$ cat src/rtl/address_multiplexer.sv
// rtl/address_multiplexer.sv - debug read-back selector between UART receiver and transmit path
module address_multiplexer (
    input  logic        Clk,
    input  logic        Reset,
    input  logic        rx_done,
    input  logic [7:0]  addr_in_8,
    input  logic [31:0] data_inst_32,
    input  logic [31:0] data_pc_32,
    input  logic [31:0] data_cntl_32,
    input  logic [31:0] data_a_32,
    input  logic [31:0] data_b_32,
    input  logic [31:0] data_alu_32,
    input  logic [31:0] data_rf_32,
    input  logic [31:0] data_dm_32,
    output logic [4:0]  addr_rf_5,
    output logic        read_rf_en,
    output logic [4:0]  addr_dm_5,
    output logic        read_dm_en,
    output logic [31:0] data_out_32
);

    typedef enum logic [1:0] {
        S_IDLE = 2'd0,
        S_SEL  = 2'd1,
        S_WAIT = 2'd2,
        S_CAP  = 2'd3
    } state_t;

    state_t      state, state_n;
    logic [7:0]  addr_reg, addr_reg_n;
    logic        rx_d;
    logic        rx_rise;
    logic [31:0] data_out_n;
    logic [4:0]  addr_rf_n, addr_dm_n;
    logic        read_rf_n, read_dm_n;

    // A command only starts on a fresh rise, so a held strobe launches one command.
    assign rx_rise = rx_done & ~rx_d;

    // State and output registers; Reset aborts any read in flight.
    always_ff @(posedge Clk) begin
        if (Reset) begin
            state       <= S_IDLE;
            addr_reg    <= 8'd0;
            rx_d        <= 1'b0;
            data_out_32 <= 32'd0;
            addr_rf_5   <= 5'd0;
            addr_dm_5   <= 5'd0;
            read_rf_en  <= 1'b0;
            read_dm_en  <= 1'b0;
        end else begin
            state       <= state_n;
            addr_reg    <= addr_reg_n;
            rx_d        <= rx_done;
            data_out_32 <= data_out_n;
            addr_rf_5   <= addr_rf_n;
            addr_dm_5   <= addr_dm_n;
            read_rf_en  <= read_rf_n;
            read_dm_en  <= read_dm_n;
        end
    end

    // Next-state and next-output logic; everything holds unless a state changes it.
    always_comb begin
        state_n    = state;
        addr_reg_n = addr_reg;
        data_out_n = data_out_32;
        addr_rf_n  = addr_rf_5;
        addr_dm_n  = addr_dm_5;
        read_rf_n  = 1'b0;
        read_dm_n  = 1'b0;

        case (state)
            S_IDLE: begin
                if (rx_rise) begin
                    addr_reg_n = addr_in_8;
                    state_n    = S_SEL;
                end
            end

            S_SEL: begin
                state_n = S_IDLE;
                case (addr_reg[7:5])
                    3'd0: data_out_n = data_inst_32;
                    3'd1: data_out_n = data_pc_32;
                    3'd2: data_out_n = data_cntl_32;
                    3'd3: data_out_n = data_a_32;
                    3'd4: data_out_n = data_b_32;
                    3'd5: data_out_n = data_alu_32;
                    3'd6: begin
                        addr_rf_n = addr_reg[4:0];
                        read_rf_n = 1'b1;
                        state_n   = S_WAIT;
                    end
                    default: begin
                        addr_dm_n = addr_reg[4:0];
                        read_dm_n = 1'b1;
                        state_n   = S_WAIT;
                    end
                endcase
            end

            // Enables drop here, giving memories one cycle to return data.
            S_WAIT: begin
                state_n = S_CAP;
            end

            // Only selects 6 and 7 reach here; bit 5 tells them apart.
            S_CAP: begin
                data_out_n = addr_reg[5] ? data_dm_32 : data_rf_32;
                state_n    = S_IDLE;
            end

            default: state_n = S_IDLE;
        endcase
    end

endmodule

$ cat config.mk
export PLATFORM = sky130hd
export DESIGN_NAME = address_multiplexer
export DESIGN_NICKNAME = d
export VERILOG_FILES = /design/src/rtl/address_multiplexer.sv
export SDC_FILE = /design/constraint.sdc
export NUM_CORES = 1
export LEC_CHECK = 0
export ABC_AREA = 1
export ABC_CLOCK_PERIOD_IN_PS = 1800
export CAP_MARGIN = 5
export CELL_PAD_IN_SITES_DETAIL_PLACEMENT = 0
export CELL_PAD_IN_SITES_GLOBAL_PLACEMENT = 1
export CORE_ASPECT_RATIO = 1.2
export CORE_MARGIN = 2
export CORE_UTILIZATION = 23
export CTS_CLUSTER_SIZE = 20
export DETAILED_ROUTE_END_ITERATION = 10
export PLACE_DENSITY = 0.87
export SLEW_MARGIN = 20
export SYNTH_ARGS = -nofsm -noshare
export SYNTH_HDL_FRONTEND = slang
export SYNTH_SLANG_ARGS = --single-unit
$ cat constraint.sdc
create_clock -name Clk -period 1.8 [get_ports Clk]
set_input_delay 0.36 -clock Clk [delete_from_list [all_inputs] [get_ports Clk]]
set_output_delay 0.36 -clock Clk [all_outputs]
set_load 0.005 [all_outputs]
Word-level counts from Yosys, hierarchy flattened
Cells that the tools add are included.
- equality and inequality tests: 11
- muxes and demuxes: 8
- bitwise gates (word level): 4
- reductions and logical operators: 10
- operators with widths (operator ; number):
    32-bit one-hot mux with 6 select lines ; 1
    32-bit one-hot mux with 2 select lines ; 1
    32-bit 2-to-1 mux ; 1
    3-bit equality test, second input constant ; 3
    2-bit one-hot mux with 4 select lines ; 1
    2-bit AND reduction ; 4
    7-bit inequality test, second input constant ; 1
    7-bit OR reduction ; 1
    3-bit by 2-bit equality test with 1-bit output, second input constant ; 2
    6-bit OR reduction ; 1
    2-bit equality test, second input constant ; 2
    2-bit 2-to-1 mux ; 2
    3-bit by 1-bit equality test with 1-bit output, second input constant ; 1
    3-bit zero test ; 1
    1-bit NOT ; 3
    2-bit by 1-bit equality test with 1-bit output, second input constant ; 1
    2-bit zero test ; 1
    1-bit 2-to-1 mux ; 2
    2-bit inequality test, second input constant ; 1
    2-bit nonzero test ; 1
    2-bit OR reduction ; 1
    1-bit bitwise AND ; 1
- flip-flop bits (word level): 55
- input bits: 267
- output and inout bits: 44
- word-level logic and storage cells: 41

Logic depth before layout (Yosys ltp)
- word-level depth: 4
- gate-level depth with buffers: 10
- gate-level depth less buffers: 9

Worst setup path after synthesis
Ideal clock, no wire load.
- path type: input -> register
- start point: in rx_done
- end point: reg addr_reg[5]
- arrival time: 1.276 ns
- setup slack: 0.402 ns
- stages on the path: 7
- buffers on the path: 1
- cell sequence: inv_1 > or2_2 > nor3_2 > inv_1 > buf_2 > o21ai_0 > a21oi_1
- word-level cells in the longest chain between the ends: 2
- RTL lines (what ; line ; text):
    start: declaration ; 5 ; input logic rx_done,
    1-bit bitwise AND ; 38 ; assign rx_rise = rx_done & ~rx_d;
    2-bit AND reduction (no source line) ; -- ;
    end signal: assignment ; 53 ; addr_reg <= addr_reg_n;
    end: declaration ; 30 ; logic [7:0] addr_reg, addr_reg_n;
Every way passes these cells.
A chain may end at the register's enable or synchronous reset.

Worst setup path after layout
- start point: reg addr_reg[7]
- end point: reg data_out_32[0]
- word-level cells in the longest chain between the ends: 3
- elaborated cells between the ends (all ways): 10
- classes of those cells: 6 x eq/ne; 2 x mux; 2 x reduce/logical
- RTL lines (what ; line ; text):
    3-bit equality test (tied with other cells) ; 83 ; case (addr_reg[7:5])
    32-bit one-hot mux with 6 select lines or 7-bit inequality test (tied branches) ; -- ;
    32-bit one-hot mux with 2 select lines or 2-bit AND reduction (tied branches) ; -- ;
    end signal: assignment ; 55 ; data_out_32 <= data_out_n;
    end: declaration ; 19 ; output logic [31:0] data_out_32
Several ways; a longest one is shown, not always the timed one.

==> results.md <==
* Status: completed
* WL/cell at 16.8 um
* Vias in the first global route at ~6,300
* Skew-Pair Late Insertion Delay at 310 ps
* Hpwl dp at around 17,000 um
* First-pass GRT wire length at 35,500 um
* Hold path cells at 2
* Mapped cell area at 0.00466 mm2
* Die height at 160 um
* Hold EP: addr_rf_5[3]$_SDFFE_PP0P_
* Final Setup Violations at 0
* Worst slew pin tran at around 660 ps
* CTS tree: built
* Row cnt at between 50 and 60
* Die area at 0.0214 mm2
* Total CTS buffers at 5
* Sink Count at 55
* Avg Vias per Cell at 4.67
* Drt total wl at 23,400 um
* Yosys warns at 0
* Most frequent cells in the layout: clkdlybuf4s50_1, nand2_1, nor2_1, nand4_1, o21ai_0
* Minimum clock period at 1630 ps
* Clk_skew at 12.5 ps
* Period utilization at a little over 90%
* Final Instance Area at 0.00826 mm2
* Htree depth at 2
* Fill cells at 2,145
* Die width at 134 um
* Pins Over Slew Limit at 0
* Largest net degree at the start of global routing at 71
* Layout Nets at 1,392
* Detailed Routing Iterations Pass 1 at 5
* Cell Chain, Critical Path: inv_2 > buf_4 > nand4_1 > nand2_1 > nor2_1 > nand2_1 > nand2_1 > a21oi_1
* Cts repair resizes at 0
* RR Startpoint: addr_reg[7]$_SDFFE_PP0P_
* # DRC at 0
* ANT nets after route at 0
* Max FO, Critical Path at 22
* Crit Path Class: flip-flop to flip-flop
* Port bufs at 310
* Sequential area share after synthesis at 23.6%
* Cells on worst reg2reg path at 8
* Worst vdd ir at 449 uV
* Hold Buf Count CTS at 0
* Leakage at around 0.0038 uW
* Synth Register Bits at 55
* Headroom to the max-slew limit at 56.0%
* Post-synthesis cell count at between 800 and 900
* Commonest non-fill, non-tap cell in the layout: clkdlybuf4s50_1
* Pwr/cell area at ~530 mW/mm2
* Hold/Removal Path Class: flip-flop to flip-flop
* GRT Total Usage at 21.1%
* Hold slack at 510 ps
* Yosys cell types at 22
* Clk root buf: clkbuf_16
* R2R Setup Slk at 170 ps
* Critical-path cell with the highest stage delay: dfxtp_2
* Slowest stage delay, CP at 470 ps
* Initial antenna violation count at 0
* Area post-placement at between 0.008 and 0.009 mm2
* Most used cell, CP: nand2_1
* Avg Cell Area, Syn at between 5 and 6 um2
* CP Launch Type: flip-flop
* Worst Path Required at 2000 ps
* HP Start: addr_reg[3]$_SDFFE_PP0P_
* Inserted Diodes at 0
* Starting density of the core at between 20% and 30%
* RSZ-0062 raised after global routing: false
* Area Overhead vs Synth at 77.4%
* Core Box Area at 0.0200 mm2
* WP data arrival at 1830 ps
* GPL Wtd Cong at about 0.85
* Worst-path clk slew at 90 ps
* Fin. Hold Viols at 0
* Share of cells above drive strength 1 at just over 5%
* Longest Clk Path Bufs at 2
* Via Count at 6,495
* I/O pin count at 311
* Gr ovfl total at 0
* Largest register FFs at 32
* Initial DRC count at 419
* Max-cap viol count at 0
* Max Fclk at 614 MHz
* Crit. End Element: flip-flop
* Mapped Nets at ~1,100
* Post-CTS Setup Bufs at 0
* Worst r2r dst: data_out_32[0]$_SDFFE_PP0P_
* Reg area at approximately 0.0011 mm2
* Footprint of the multi-input gates at ~0.0029 mm2
==> per-stage QoR <==
step                      instances  power [uW]  utilization, %  TNS [ps]  setup slack [ps]
after floorplan                 848        2230               -         0               402
after global placement         1383        3330            40.4      -130             -44.4
after detailed placement       1383        3330            40.4      -304             -90.9
after CTS                      1391        4420            41.2         0               101
after global routing           1391        4650            41.2         0              10.9
final                          1391        4370            41.2         0               172
==> power breakdown <==
group / switching [uW] / internal (uW)
sequential: 55.8 / 1290
combinational: 961 / 981
clock: 541 / 538
==> critical path, delay by kind of cell, from the launching register on <==
| kind | cells | cell delay [ps] |
|---|---|---|
| AND/OR/NAND/NOR | 5 | 670 |
| AO/OA/AOI/OAI | 1 | 50 |
| buffers and inverters | 2 | 310 |
| flip-flops | 1 | 470 |
==> worst max path at each step <==
stage	slack, ps	to	cells past startpoint	start
2_1_floorplan	400	addr_reg[5]$_SDFFE_PP0P_	7	rx_done
3_3_place_gp	-40	addr_reg[5]$_SDFFE_PP0P_	7	rx_done
3_5_place_dp	-90	addr_reg[7]$_SDFFE_PP0P_	7	rx_done
4_1_cts	100	data_out_32[11]$_SDFFE_PP0P_	9	addr_reg[5]$_SDFFE_PP0P_
5_1_grt	10	data_out_32[20]$_SDFFE_PP0P_	6	addr_reg[7]$_SDFFE_PP0P_
6_report	170	data_out_32[0]$_SDFFE_PP0P_	8	addr_reg[7]$_SDFFE_PP0P_
==> area by class of cell <==
type,instances,area share [%]
Timing Repair Buffer,340,41.8
Sequential cell,55,13.4
Multi-Input combinational cell,647,35.4
Clock buffer,5,1.51
Inverter,76,3.45
Clock inverter,3,0.409
Tap cell,265,4.01
==> cells by family (layout without fill, tap and decap cells) <==
group                  count (synthesis)  count (layout)  synth area share [%]
AOI/OAI and AO/OA                    152             152                  16.4
and+or+nand+nor                      495             495                  46.4
buffers and inverters                146             424                  13.6
DFF                                   55              55                  23.6
==> synthesized netlist by cell type, drive strengths merged <==
cell type,count,area share [%]
nor2,103,8.5
buf,46,5.6
clkbuf,24,1.9
or2,1,0.13
nand3,49,5.3
a21oi,68,7.3
dfxtp,55,24
o21ai,83,8.9
nor3,2,0.56
inv,76,6.1
nand2,260,21
nand4,80,11
a211oi,1,0.16
==> routing by layer <==
layer	up-vias	part of all wire, %	track usage, %
met5	-	0	0
met4	0	2.5	5.75
met3	31	7.8	4.70
met2	269	50	38.6
met1	2868	40	24.4
li1	3327	-	-
Note: power is estimated with default switching activity, not from simulation.
==> RTL change 1 (config.mk and constraints unchanged) <==
Take the reset off `addr_reg`, `data_out_32`, `addr_rf_5` and `addr_dm_5` and load them in a clocked block of their own.
--- a/src/rtl/address_multiplexer.sv
+++ b/src/rtl/address_multiplexer.sv
@@ -41,23 +41,22 @@
     always_ff @(posedge Clk) begin
         if (Reset) begin
             state       <= S_IDLE;
-            addr_reg    <= 8'd0;
             rx_d        <= 1'b0;
-            data_out_32 <= 32'd0;
-            addr_rf_5   <= 5'd0;
-            addr_dm_5   <= 5'd0;
             read_rf_en  <= 1'b0;
             read_dm_en  <= 1'b0;
         end else begin
             state       <= state_n;
-            addr_reg    <= addr_reg_n;
             rx_d        <= rx_done;
-            data_out_32 <= data_out_n;
-            addr_rf_5   <= addr_rf_n;
-            addr_dm_5   <= addr_dm_n;
             read_rf_en  <= read_rf_n;
             read_dm_en  <= read_dm_n;
         end
+    end
+
+    always_ff @(posedge Clk) begin
+        addr_reg    <= addr_reg_n;
+        data_out_32 <= data_out_n;
+        addr_rf_5   <= addr_rf_n;
+        addr_dm_5   <= addr_dm_n;
     end
 
     // Next-state and next-output logic; everything holds unless a state changes it.
Check against the original RTL: differs if Reset is asserted again (counterexample within 4 cycles, from zero or initial values and one cycle with Reset high); with Reset held inactive, the same outputs for 10 cycles.
==> RTL change 1 against the original RTL <==
- area after synthesis is 0.73% higher
- first-iteration DRC count is 27% lower
- sequential cell count stayed put
- worst setup slack lost 0.092 ns
- critical path depth grew 1
- final area is 1.4% higher
- total power fell by 4.4%
- highest routed layer unchanged
- wire length down 2.3%
==> RTL change 1: results (changes against the original RTL) <==
| Metric | Value |
|---|---|
| Clock latency on the worst-skew pair | 0.31 ns (about the same) |
| DRT Pass-1 Iters | 5 (unchanged) |
| Top FF cell, synth | edfxtp_1 |
| Worst-path clk slew | 0.09 ns (about the same) |
| Drt wl/cell | 17.9 µm (+6.5%) |
| First-pass GRT wire length | 34.4 mm (-3.0%) |
| Top post-synthesis cells by area | edfxtp_1 32%, nand2_1 16%, nand4_1 13%, nor2_1 7.9%, nand3_1 5.8% |
| Placed Area | 8050 µm² (-0.66%) |
| Max VDD drop | 0.000326 V (-27%) |
| Yosys cell types | 23 (+4.5%) |
| Max stage delay on crit path | 0.58 ns (+0.11 ns) |
| Dpl cells | 1256 (-9.2%) |
| Slowest cell on crit path | edfxtp_1 |
| Root Driver | clkbuf_16 |
| Post-synth EDFFs | 50 (+50) |
| Share of layout cells above drive strength 1 | 5.64% (+0.49 points) |
| Worst slew pin tran | 0.610 ns (-0.0486 ns) |
| Post-synthesis sequential area ratio | 34.1% (+10 points) |
| Max clock buf depth | 2 (unchanged) |
| Leakage power | 0.00362 µW (-4.2%) |
| Final HPWL DP | 16.3 mm (-6.1%) |
| CP Max Fanout | 10 (-55%) |
| Reg2reg path depth | 9 (+1) |
| Worst Hold Depth | 0 (-2) |
| Cts bufs inserted | 5 (unchanged) |
| Via density | 4.68 (+0.22%) |
| Syn Nets | 987 (-11%) |
| Vias | 5971 (-8.1%) |
| Ys async rst share | 0% (unchanged) |
| Pre-CTS setup slack | -0.141 ns (-0.0498 ns) |
| Initial drt markers | 307 (-27%) |
| Ys Warns | 0 (unchanged) |
| H-tree levels | 2 (unchanged) |
| PortBufs | 310 (unchanged) |
| Largest net degree at the start of global routing | 53 (-25%) |
| All-Layer GR Usage | 20.7% (-0.40 points) |
| Post-synth top cells | 204 x nand2_1, 99 x nor2_1, 98 x nand4_1 |
| Skew final | 0.00928 ns (-0.00326 ns) |
| RD Place Congestion | 0.883 (+4.4%) |
| Initial antenna violation count | 2 (+2) |
| Worst min path class | reg -> reg |
| Top delay family on crit path | flip-flops |
| Data arrival, critical path | 1.79 ns (-0.04 ns) |
| Outcome | finished, final reports clean |
| Max FFs per register | 32 (unchanged) |
| Fillers | 2094 (-2.4%) |
| Mapped Avg Cell Area | 6.52 µm² (+19%) |
## RTL change 1: path summary, 6_finish.rpt
path / from / to / slack [ns]
min reg2reg: addr_reg[1] / addr_dm_5[1] / 0.45
max: addr_reg[7] / data_out_32[0] / 0.08
max reg2reg: addr_reg[7] / data_out_32[0] / 0.08
min: addr_reg[1] / addr_dm_5[1] / 0.45
## RTL change 1: stage by stage
step           power, µW  util [%]  setup TNS [ns]  hold WS, ns
6_report            4180      41.7               0        0.453
5_1_grt             4390      41.7         -0.0593        0.481
4_1_cts             4210      41.4               0        0.459
3_5_place_dp        2980      40.0           -1.59        0.444
3_3_place_gp        2970      40.0          -0.282        0.423
2_1_floorplan       2130         -               0        0.421
## RTL change 1: cells by family (layout without fill, tap and decap cells)
| family | Yosys count | in the layout | share of synthesized area, % |
|---|---|---|---|
| compound gates | 68 | 68 | 7.41 |
| buf+inv | 134 | 423 | 14.1 |
| flops | 55 | 55 | 34.1 |
| other cells | 0 | 1 | 0 |
| simple gates | 463 | 464 | 44.4 |
## RTL change 1: final cells by class
type | instances | area [µm²] | area share (%)
sequential | 55 | 1600 | 19.1
clock buffer | 6 | 150 | 1.79
antenna | 1 | 2.50 | 0.0299
multi-input combinational | 532 | 2480 | 29.6
clock inverter | 2 | 20.0 | 0.239
tap | 265 | 332 | 3.96
inverter | 70 | 263 | 3.14
timing repair buffer | 345 | 3530 | 42.2
## RTL change 1: where the power goes
group,switching [µW],internal (µW)
sequential,26.8,1480
clock,555,619
combinational,660,838
## RTL change 1: repair_timing
item                                    in CTS  in global routing
cloned                                       2                  0
resized for setup                            3                 10
pin swaps                                    2                  3
endpoints found under the setup margin      31                 37
buffers inserted                             5                  6
## RTL change 1: metal layers
metal	up-vias	track usage [%]	share of wire (%)	routed length [µm]
met2	271	37.0	50	11500
met1	2690	24.7	40	9140
met3	21	4.36	7.9	1790
met4	0	6.17	1.7	387
li1	2989	-	-	-
met5	-	0	0	0
## RTL change 1: worst register-to-register path: cells and delay by family (launching register included)
family / cells / cell delay, ns
simple gates: 7 / 0.57
buf+inv: 2 / 0.35
flops: 1 / 0.58
==> RTL change 2 (same settings) <==
Without the edit above. Register the input `data_dm_32` before use, without a reset. The logic sees it one clock later. The other inputs are not delayed to match.
--- a/src/rtl/address_multiplexer.sv
+++ b/src/rtl/address_multiplexer.sv
@@ -25,6 +25,12 @@
         S_WAIT = 2'd2,
         S_CAP  = 2'd3
     } state_t;
+
+    logic [31:0] data_dm_32_q;
+
+    always_ff @(posedge Clk) begin
+        data_dm_32_q <= data_dm_32;
+    end
 
     state_t      state, state_n;
     logic [7:0]  addr_reg, addr_reg_n;
@@ -107,7 +113,7 @@
 
             // Only selects 6 and 7 reach here; bit 5 tells them apart.
             S_CAP: begin
-                data_out_n = addr_reg[5] ? data_dm_32 : data_rf_32;
+                data_out_n = addr_reg[5] ? data_dm_32_q : data_rf_32;
                 state_n    = S_IDLE;
             end
 
Formal check against the unedited RTL: not equivalent (a bounded check fails within 10 cycles, from zero or initial values and one cycle with Reset high).
==> RTL change 2 against the original RTL <==
- area after synthesis grew 14%
- highest routed layer is now met5
- sequential power rose by 56%
- via count increased by 7.5%
- worst setup slack worse by 0.0068 ns
- sequential share of layout area is 5.6 points higher
- largest power group is now the clock network
- utilization down 1.2 points
- sequential cell count increased by 32
- final area rose by 11%
- total power grew 42%
- wire length increased by 11%
==> RTL change 2: results (changes against the original RTL) <==
| Metric | Value |
|---|---|
| R2r endpoint | data_out_32[11] |
| Post-synthesis sequential area ratio | 32.7% (+9.1 points) |
| Clock latency on the worst-skew pair | 0.35 ns (+0.04 ns) |
| Placed Area | 8830 µm² (+8.9%) |
| Skew final | 0.00923 ns (-0.00331 ns) |
| Pre-CTS setup slack | -0.0425 ns (+0.0485 ns) |
| Reg2reg path depth | 6 (-2) |
| Final Net Count | 1433 (+2.9%) |
| Top delay family on crit path | buffers and inverters |
| Slew HR | 52.0% (-4.0 points) |
| Met3 usage | 5.57% (+0.87 points) |
| Outcome | finished, final reports clean |
| Initial drt markers | 346 (-17%) |
| R2r startpoint | addr_reg[6] |
| Worst-path clk slew | 0.07 ns (-0.02 ns) |
| Vias | 6985 (+7.5%) |
| Max clock buf depth | 2 (unchanged) |
| All-Layer GR Usage | 20.1% (-0.98 points) |
| R2R Setup Slk | 0.17 ns |
| Total Routed Length | 25.9 mm (+11%) |
| Ys Warns | 0 (unchanged) |
| Cts bufs inserted | 9 (+4) |
| DR DRC count | 0 (unchanged) |
| Slowest cell on crit path | clkdlybuf4s50_1 |
| Initial antenna violation count | 2 (+2) |
| Final HPWL DP | 19.4 mm (+12%) |
| H-tree levels | 3 (+1) |
| Number of global-route vias before repair | 6513 (+3.1%) |
| Root Driver | clkbuf_16 |
| Share of layout cells above drive strength 1 | 5.72% (+0.57 points) |
| RD Place Congestion | 0.858 (+1.5%) |
| Worst min path class | in -> reg |
| PortBufs | 310 (unchanged) |
| Yosys cell types | 20 (-9.1%) |
| Final setup margin | 0.165 ns (-0.00675 ns) |
| Fillers | 2400 (+12%) |
| Post-synth top cells | 195 x nand2_1, 162 x nor2_1, 115 x nand4_1 |
| Largest net degree at the start of global routing | 66 (-7.0%) |
| First-pass GRT wire length | 37.4 mm (+5.4%) |
| Syn Nets | 1149 (+3.0%) |
| Top post-synthesis cells by area | dfxtp_1 33%, nand2_1 14%, nand4_1 14%, nor2_1 11%, a21oi_1 9.4% |
| Max stage delay on crit path | 0.59 ns (+0.12 ns) |
| Max VDD drop | 0.000378 V (-16%) |
| DRT Pass-1 Iters | 8 (+3) |
| Worst setup path end | data_out_32[6] |
| Crit path from | data_out_32[6] |
| Met1 Use GR | 24.1% (-0.28 points) |
| Data arrival, critical path | 1.28 ns (-0.55 ns) |
| Leakage power | 0.00419 µW (+11%) |
| CP Max Fanout | 2 (-91%) |
| Ys async rst share | 0% (unchanged) |
| Met2 Resource Use GR | 34.8% (-3.9 points) |
==> RTL change 2: cell count changes in the layout (fill, tap and decap cells not counted), sizes merged, moves of 6 or more <==
cell / unedited run / this run
nor2: 103 / 165
nand2: 260 / 196
clkbuf: 5 / 11
nand4: 80 / 115
o21ai: 83 / 51
dfxtp: 55 / 87
nand3: 49 / 15
buf: 30 / 36
a21oi: 68 / 100
==> RTL change 2: kinds of logic (layout without fill, tap and decap cells) <==
logic type	Yosys count	count (layout)	share of synthesized area [%]
buffers and inverters	150	439	12.0
AO/OA/AOI/OAI	152	152	14.4
flip-flops	87	87	32.7
AND/OR/NAND/NOR	493	493	40.9
==> RTL change 2: power breakdown <==
group | internal [µW] | total [µW] | switching, µW
clock | 1310 | 2160 | 856
sequential | 2040 | 2100 | 66.0
combinational | 991 | 1930 | 940
total | 4340 | 6200 | 1860
==> RTL change 2: repair_timing <==
action / 4_1_cts / 5_1_grt
buffers inserted: 0 / 4
setup endpoints to repair: 0 / 15
gates resized for setup: 0 / 2
==> RTL change 2: final cells by class <==
cell class / count / area [µm²] / share of cell area, %
flip-flops and latches: 87 / 1750 / 19.0
repair buffers: 346 / 3480 / 37.8
multi-input cells: 645 / 2960 / 32.1
clock buffers: 11 / 253 / 2.74
clock inverters: 5 / 87.6 / 0.951
inverters: 77 / 289 / 3.14
well taps: 315 / 394 / 4.28
==> RTL change 2: worst min path at each step <==
stage	startpoint	slack, ns	end	cells after the start
2_1_floorplan	data_dm_32[0]	0.39	data_dm_32_q[0]	0
3_3_place_gp	addr_dm_5[4]	0.50	addr_dm_5[4]	2
3_5_place_dp	addr_dm_5[3]	0.50	addr_dm_5[3]	2
4_1_cts	data_dm_32[23]	0.43	data_dm_32_q[23]	1
5_1_grt	data_dm_32[24]	0.44	data_dm_32_q[24]	1
6_report	data_dm_32[23]	0.45	data_dm_32_q[23]	1
==> RTL change 2: stage by stage <==
step           setup TNS, ns  utilization (%)  hold WS [ns]  instances
5_1_grt                    0             40.1         0.438       1486
3_3_place_gp         -0.0879             38.4         0.496       1466
6_report                   0             40.1         0.445       1486
3_5_place_dp         -0.0965             38.4         0.496       1466
4_1_cts                    0             39.9         0.434       1482
2_1_floorplan              0                -         0.388        882
==> RTL change 2: layer usage <==
layer | share of wire, % | vias up
met2 | 48 | 276
met4 | 2.3 | 2
met1 | 41 | 3184
li1 | - | 3487
met5 | 0.050 | -
met3 | 8.1 | 36
